--- src/rtl/pipelined_barrel_shifter.sv ---
// Pipelined logarithmic barrel shifter: SLL, SRL, SRA, ROL, ROR and pass-through.
// Each stage registers one shift layer. Stage 0 handles WIDTH/2 and the last
// stage handles a shift of 1. A single global stall holds the whole pipe.
// Ports:
//   clk, rst           rising-edge clock, synchronous active-high reset
//   in_valid/in_ready  input handshake (in_ready = !stall, combinational)
//   in_data/in_shamt   operand and shift amount 0..WIDTH-1
//   in_op              000 SLL, 001 SRL, 010 SRA, 011 ROL, 100 ROR, others pass
//   out_valid/out_ready output handshake
//   out_data/out_zero  registered result and its zero flag
module pipelined_barrel_shifter #(
  parameter int unsigned WIDTH = 32,
  parameter int unsigned SHW   = $clog2(WIDTH)
) (
  input  logic             clk,
  input  logic             rst,
  input  logic             in_valid,
  output logic             in_ready,
  input  logic [WIDTH-1:0] in_data,
  input  logic [SHW-1:0]   in_shamt,
  input  logic [2:0]       in_op,
  output logic             out_valid,
  input  logic             out_ready,
  output logic [WIDTH-1:0] out_data,
  output logic             out_zero
);

  localparam logic [2:0] OP_SLL = 3'b000;
  localparam logic [2:0] OP_SRL = 3'b001;
  localparam logic [2:0] OP_SRA = 3'b010;
  localparam logic [2:0] OP_ROL = 3'b011;
  localparam logic [2:0] OP_ROR = 3'b100;

  // One shift layer of weight amt; en is the shamt bit for that weight.
  function automatic logic [WIDTH-1:0] layer(
    input logic [WIDTH-1:0] d,
    input logic [2:0]       op,
    input logic             en,
    input logic             sign,
    input int unsigned      amt
  );
    logic [WIDTH-1:0] fill;
    fill  = ~({WIDTH{1'b1}} >> amt) & {WIDTH{sign}};
    layer = d;
    if (en) begin
      case (op)
        OP_SLL:  layer = d << amt;
        OP_SRL:  layer = d >> amt;
        OP_SRA:  layer = (d >> amt) | fill;
        OP_ROL:  layer = (d << amt) | (d >> (WIDTH - amt));
        OP_ROR:  layer = (d >> amt) | (d << (WIDTH - amt));
        default: layer = d;
      endcase
    end
  endfunction

  logic stall_c;
  logic zero_q, zero_d;

  for (genvar k = 0; k < SHW; k++) begin : g_stage
    // BIT is the shamt bit this stage consumes; AMT its weight.
    localparam int unsigned BIT = SHW - 1 - k;
    localparam int unsigned AMT = 1 << BIT;

    logic [WIDTH-1:0] src_data;
    logic [2:0]       src_op;
    logic             src_sign;
    logic             src_valid;
    logic             src_en;

    logic [WIDTH-1:0] data_q, data_d;
    logic             valid_q, valid_d;

    if (k == 0) begin : g_src
      assign src_data  = in_data;
      assign src_op    = in_op;
      assign src_sign  = in_data[WIDTH-1];
      assign src_valid = in_valid && in_ready;
      assign src_en    = in_shamt[BIT];
    end else begin : g_src
      assign src_data  = g_stage[k-1].data_q;
      assign src_op    = g_stage[k-1].g_fwd.op_q;
      assign src_sign  = g_stage[k-1].g_fwd.sign_q;
      assign src_valid = g_stage[k-1].valid_q;
      assign src_en    = g_stage[k-1].g_fwd.shamt_q[BIT];
    end

    // Data and valid advance together unless the pipe is stalled.
    always_comb begin
      data_d  = data_q;
      valid_d = valid_q;
      if (!stall_c) begin
        data_d  = layer(src_data, src_op, src_en, src_sign, AMT);
        valid_d = src_valid;
      end
    end

    always_ff @(posedge clk) begin
      if (rst) begin
        data_q  <= '0;
        valid_q <= 1'b0;
      end else begin
        data_q  <= data_d;
        valid_q <= valid_d;
      end
    end

    // Control forwarded to later stages; only the shamt bits still needed travel on.
    if (k < SHW - 1) begin : g_fwd
      logic [2:0]     op_q, op_d;
      logic           sign_q, sign_d;
      logic [BIT-1:0] shamt_q, shamt_d;
      logic [BIT-1:0] src_rem;

      if (k == 0) begin : g_rem
        assign src_rem = in_shamt[BIT-1:0];
      end else begin : g_rem
        assign src_rem = g_stage[k-1].g_fwd.shamt_q[BIT-1:0];
      end

      always_comb begin
        op_d    = op_q;
        sign_d  = sign_q;
        shamt_d = shamt_q;
        if (!stall_c) begin
          op_d    = src_op;
          sign_d  = src_sign;
          shamt_d = src_rem;
        end
      end

      always_ff @(posedge clk) begin
        if (rst) begin
          op_q    <= '0;
          sign_q  <= 1'b0;
          shamt_q <= '0;
        end else begin
          op_q    <= op_d;
          sign_q  <= sign_d;
          shamt_q <= shamt_d;
        end
      end
    end
  end

  assign out_valid = g_stage[SHW-1].valid_q;
  assign out_data  = g_stage[SHW-1].data_q;
  assign stall_c   = out_valid && !out_ready;
  assign in_ready  = !stall_c;
  assign out_zero  = zero_q;

  // Zero flag is registered alongside the last stage and only set for valid results.
  always_comb begin
    zero_d = zero_q;
    if (!stall_c) begin
      zero_d = g_stage[SHW-1].valid_d && (g_stage[SHW-1].data_d == '0);
    end
  end

  always_ff @(posedge clk) begin
    if (rst) begin
      zero_q <= 1'b0;
    end else begin
      zero_q <= zero_d;
    end
  end

endmodule

--- config.mk ---
export PLATFORM = sky130hd
export DESIGN_NAME = pipelined_barrel_shifter
export DESIGN_NICKNAME = d
export VERILOG_FILES = /design/src/rtl/pipelined_barrel_shifter.sv
export SDC_FILE = /design/constraint.sdc
export NUM_CORES = 1
export LEC_CHECK = 0
export CORE_MARGIN = 2
export CORE_UTILIZATION = 35
export DETAILED_ROUTE_END_ITERATION = 16
export PLACE_DENSITY = 0.63
export SLEW_MARGIN = 15
export SYNTH_ARGS = -nofsm -noshare
export SYNTH_HDL_FRONTEND = slang
export SYNTH_SLANG_ARGS = --single-unit
--- constraint.sdc ---
create_clock -name clk -period 2.5 [get_ports clk]
set_clock_uncertainty 0.15 [all_clocks]
set_input_delay 0.25 -clock clk [delete_from_list [all_inputs] [get_ports clk]]
set_output_delay 0.25 -clock clk [all_outputs]
set_load 0.05 [all_outputs]
Word level (Yosys, flattened, before mapping):

Index checks and enable logic that the tools add are counted.

* register bits: 192
* bits of input ports: 44
* output and inout port bits: 35
* word-level logic and storage cells: 81

* equal/unequal tests: 20
* muxes and demuxes: 12
* bitwise gates (word level): 14
* reduce and logical (&&, ||, !) cells: 12

Operators by type and width (number)
* one-hot mux 32 bit (5 select lines): 4
* 2-to-1 mux 32 bit: 6
* one-hot mux 32 bit (4 select lines): 1
* OR 16 x 32 -> 32 bit: 2
* OR 24 x 32 -> 32 bit: 2
* OR 28 x 32 -> 32 bit: 2
* OR 30 x 32 -> 32 bit: 2
* OR 31 x 32 -> 32 bit: 2
* logical NOT 32 bit: 1
* OR 32 x 1 -> 32 bit: 1
* OR 32 x 2 -> 32 bit: 1
* OR 32 x 4 -> 32 bit: 1
* OR 32 x 8 -> 32 bit: 1
* == test 3 x 2 -> 1 bit (second input constant): 10
* == test 3 x 1 -> 1 bit (second input constant): 5
* == test 3 bit (second input constant): 5
* logical NOT 3 bit: 5
* logical AND 1 bit: 3
* logical NOT 1 bit: 2
* OR reduction 2 bit: 1
* 2-to-1 mux 1 bit: 1

Depth between registers and ports, before layout:

* word-level depth: 6
* mapped depth: 10
* gate-level depth less buffers: 8

Worst setup path before layout:

No wires, ideal clock.

* kind: register to register
* start point: reg g_stage[4].valid_q, in the netlist out_valid
* end point: reg g_stage[2].data_q[4]
* library setup time: 0.128 ns
* arrival time: 2.399 ns
* required time: 2.222 ns
* slack: -0.177 ns
* stages on the path, launching flop included: 10
* buffers on the path: 5
* period minus slack after synthesis: 2.677 ns
* cells stage by stage: dfxtp_1 > nor2b_1 > clkbuf_1 > clkbuf_1 > buf_1 > clkbuf_1 > clkbuf_1 > a211oi_1 > a21oi_1 > nor2_1

* cells in the longest elaborated chain, start to end: 1

Ends and longest elaborated chain
* start: declaration: line 72 `logic valid_q, valid_d;`
* start signal: assignment: line 104 `valid_q <= valid_d;`
* logical AND 1 bit: line 148 `assign stall_c = out_valid && !out_ready;`
* end signal: assignment: line 103 `data_q <= data_d;`
* end: declaration: line 71 `logic [WIDTH-1:0] data_q, data_d;`

No other way between the ends.
A chain may end at the register's enable or synchronous reset.

Worst setup path in the final report:

* start point: reg g_stage[3].g_fwd.op_q[1]
* end point: reg zero_q, in the netlist out_zero

* cells in the longest elaborated chain, start to end: 6
* elaborated cells between the ends (all ways): 10
* classes of those cells: eq/ne: 4; mux: 3; reduce/logical: 3

Ends and longest elaborated chain
* start: declaration: line 110 `logic [2:0] op_q, op_d;`
* start signal: assignment: line 138 `op_q <= op_d;`
* == test 3 bit, or another cell as far along: line 46 `case (op)`
* one-hot mux 32 bit (5 select lines) *: line 46
* 2-to-1 mux 32 bit *: line 45 `if (en) begin`
* 2-to-1 mux 32 bit *: line 92 `if (!stall_c) begin`
* logical NOT 32 bit *: line 156 `zero_d = g_stage[SHW-1].valid_d && (g_stage[SHW-1].data_d == '0);`
* logical AND 1 bit *: line 156
* end signal: assignment: line 164 `zero_q <= zero_d;`
* end: declaration: line 58 `logic zero_q, zero_d;`

Every way passes the cells marked *; elsewhere a longest branch is shown, timed or not.

==> qor.yml <==
synthesis:
  ys_warn_count: 0
  synthesis.nets: 1463
  yosys-top-cells-count: "236 x nor2_1, 204 x a21oi_1, 201 x nand2_1"
  yosys.area.top_type: "dfxtp_1"
  seq_area_frac_synth_pct: 37.16
  ys.flop_type: "dfxtp_1"
  synthDistinctLibCells: 49
  synthArstFlopShare_pct: 0
  ys_ff_latch: 192
  synthesis.area_sq_um: 10340
  postSynthCellCount: 1419
  yosysMostFrequentCell: "nor2_1"
  synth_edf_count: 0
  synth_top_area_share_pct: 37.16
  syn_area_per_cell_sq_um: 7.289
  yosys-top-cells-area: "dfxtp_1 37%, a21oi_1 9.9%, nor2_1 8.6%"
pwr:
  ir_drop_v: 0.0004262
  power_leakage_uw: 0.004317
  p_per_area_nw_per_um2: 588.9
  power.total_uw: 7451
cells_and_area:
  fin_util_pct: 43.73
  layout-drive-gt1-share_pct: 11.32
  area_delta_synth_final_pct: 22.32
  finalNonFillerCells: 1868
  fillers: 2856
  fin_nets: 1515
  antenna-diode-count: 0
route:
  first_pass_iters: 6
  vias_per_cell: 5.715
  drtAntennaViolNets: 0
  route.vias.total: 10676
  wl_per_cell_um: 17.44
  routed_wl_mm: 32.58
  drtIter0Drc: 1109
  drc: 0
timing:
  fin_worst_hold_slack_ns: 0.05907
  max-slew-margin-rel_pct: 24.45
  post-route-period-util_pct: 100.5
  rsz0062_at_grt: "yes"
  drv_slew: 0
  fmax_mhz: 398.2
  finalHoldViolCount: 0
  fin_ws_ns: -0.01128
  min_period_ns: 2.511
  setup-violations-final: 1
  tightest_slew_ns: 1.133
critical_path:
  r2r-start: "g_stage[3].g_fwd.op_q[1]"
  arrival_ns: 2.72
  reg2regPathDepth: 10
  worstPathCellList: "buf_6 > buf_4 > xor2_4 > buf_6 > nand2_1 > a21oi_2 > o32ai_2 > nand4_1 > or4_1 > o21ai_1"
  path_common_cell: "buf_6"
  cp-start-kind: "flip-flop"
  path_buf_inv: 3
  crit_path_max_incr_delay_ns: 0.54
  path_delay_family: "simple AND/OR/NAND/NOR gates"
  critical_path_required_ns: 2.71
  r2r_slack_ns: -0.01
  endpoint_kind: "flip-flop"
  cp_slowest_cell: "or4_1"
  crit_type: "flip-flop to flip-flop"
  crit_fanout: 7
  r2r_end: "out_zero"
floorplanning:
  row_count: 62
  io-pin-count: 79
  coreArea_sq_um: 28940
  design.die.area_sq_um: 30940
  initial_core_util_pct: 35.75
  die_w_um: 175.9
  die_height_um: 175.9
grt:
  antenna_found_initial: 0
  grt_usage_pct: 20.65
  grt_pass1_vias: 9551
  grt_max_degree: 131
  use_met2_pct: 34.73
  grt_busiest_layer: "met2"
  grt-ovfl-total: 0
  grt.met3_usage_pct: 2.706
  use_met1_pct: 26.93
  grt_pass1_wl_mm: 52.10
outcome:
  outcome: "finished, violations left"
  violations: "negative setup slack"
clocking:
  cts_tree: "done"
  postCtsHoldBufs: 0
  clock_latency_ns: 0.44
  cts_root_buf: "clkbuf_16"
  h-tree-depth: 4
  clkTransAtPathRegs_ns: 0.07
  clock_sinks: 192
  clk_path_buf_depth: 2
  cts_buffers: 17
worst_hold_path:
  holdPathStages: 4
  holdPathEnd: "out_zero"
  worstHoldStart: "rst"
  holdCritPathClass: "primary input to flip-flop"
placed_design:
  io_buffers: 78
  place_inst: 1831
  post-dp-hpwl_mm: 22.69
  place_congestion: 0.9124
job:
  maxCapViolCount: 0
-- kinds of logic (layout without fill, tap and decap cells) --
kind of cell / after synthesis / after routing / synth area share, %
buf+inv: 152 / 217 / 5.818
flops: 192 / 192 / 37.16
xor+xnor: 3 / 3 / 0.2541
simple gates: 504 / 504 / 19.46
fa+ha+maj: 8 / 8 / 0.7742
compound gates: 534 / 534 / 34.02
mux: 26 / 26 / 2.516
-- worst reg2reg max path, cell delays in order, from the launching register on --
cell     delay, ns
dfxtp_2       0.33
buf_6         0.13
buf_4         0.15
xor2_4        0.17
buf_6         0.15
nand2_1       0.10
a21oi_2       0.08
o32ai_2       0.32
nand4_1       0.20
or4_1         0.54
o21ai_1       0.13
-- power breakdown --
group | switching [uW] | total [uW] | internal [uW]
clock network | 1240 | 2720 | 1480
logic | 672 | 1230 | 554
registers | 265 | 3500 | 3240
total | 2180 | 7450 | 5270
-- final cells by class --
| class | instances | area [sq um] | area share [%] |
|---|---|---|---|
| clock inverter | 12 | 121.4 | 0.9593 |
| inverter | 7 | 27.53 | 0.2176 |
| clock buffer | 20 | 466.7 | 3.689 |
| multi-input combinational | 1075 | 6066 | 47.94 |
| tap | 384 | 480.5 | 3.797 |
| timing repair buffer | 178 | 1643 | 12.98 |
| sequential | 192 | 3847 | 30.41 |
-- layer usage --
| layer | part of all wire (%) | vias to the layer above | wire length (um) |
|---|---|---|---|
| met2 | 48 | 398 | 15500 |
| met3 | 5.1 | 74 | 1656 |
| li1 | - | 5265 | - |
| met1 | 44 | 4939 | 14430 |
| met5 | 0 | - | 0 |
| met4 | 3.0 | 0 | 993 |
-- worst max path at each step --
stage | start | to | slack (ns) | cells after the start
global route | g_stage[3].g_fwd.op_q[1] | out_zero | -0.10 | 10
floorplan | out_valid | g_stage[2].data_q[4] | -0.02 | 9
global placement | out_ready | out_zero | -0.11 | 8
CTS | g_stage[3].g_fwd.op_q[0] | out_zero | 0.002 | 8
finish | g_stage[3].g_fwd.op_q[1] | out_zero | -0.01 | 10
detailed placement | out_ready | out_zero | -0.14 | 8
-- state kept, by name, summed over array words and instances, names as in the netlist --
signal	cells
out_zero	1
g_stage.g_fwd.shamt_q	10
g_stage.g_fwd.op_q	12
out_valid	1
out_data	32
g_stage.data_q	128
g_stage.valid_q	4
g_stage.g_fwd.sign_q	4
-- metrics by stage --
step / setup TNS, ns / area (sq um) / setup slack (ns)
after detailed placement: -0.1415 / 11910 / -0.1415
final: -0.01128 / 12650 / -0.01128
after global routing: -0.1028 / 12650 / -0.1028
after CTS: 0 / 12600 / 0.001798
after global placement: -0.1100 / 11910 / -0.1100
after floorplan: -0.8373 / 10340 / -0.01629
-- placed cells by master (no fill, tap or decap), types with 15 or more instances in the layout --
cell type	netlist	layout
a211oi_1	69	69
a21oi_1	204	201
a221o_1	20	20
a22o_1	19	19
a22oi_1	57	57
a311oi_1	16	16
buf_4	0	89
clkbuf_16	0	17
clkdlybuf4s50_1	0	76
dfxtp_1	192	189
mux2i_1	26	26
nand2_1	201	201
nand3_1	24	23
nor2_1	236	236
nor3_1	18	18
o211ai_1	35	35
o21ai_0	29	29
o221ai_1	15	15
o22ai_1	39	31
-- timing repair --
action                                 CTS  global route
setup buffers                            4             0
pin swaps                                4             4
resized for setup                       12            13
setup endpoints to repair                1             1
cloned                                   1             0
endpoints found under the hold margin    0             0
Power figures use the tool's default switching activity.
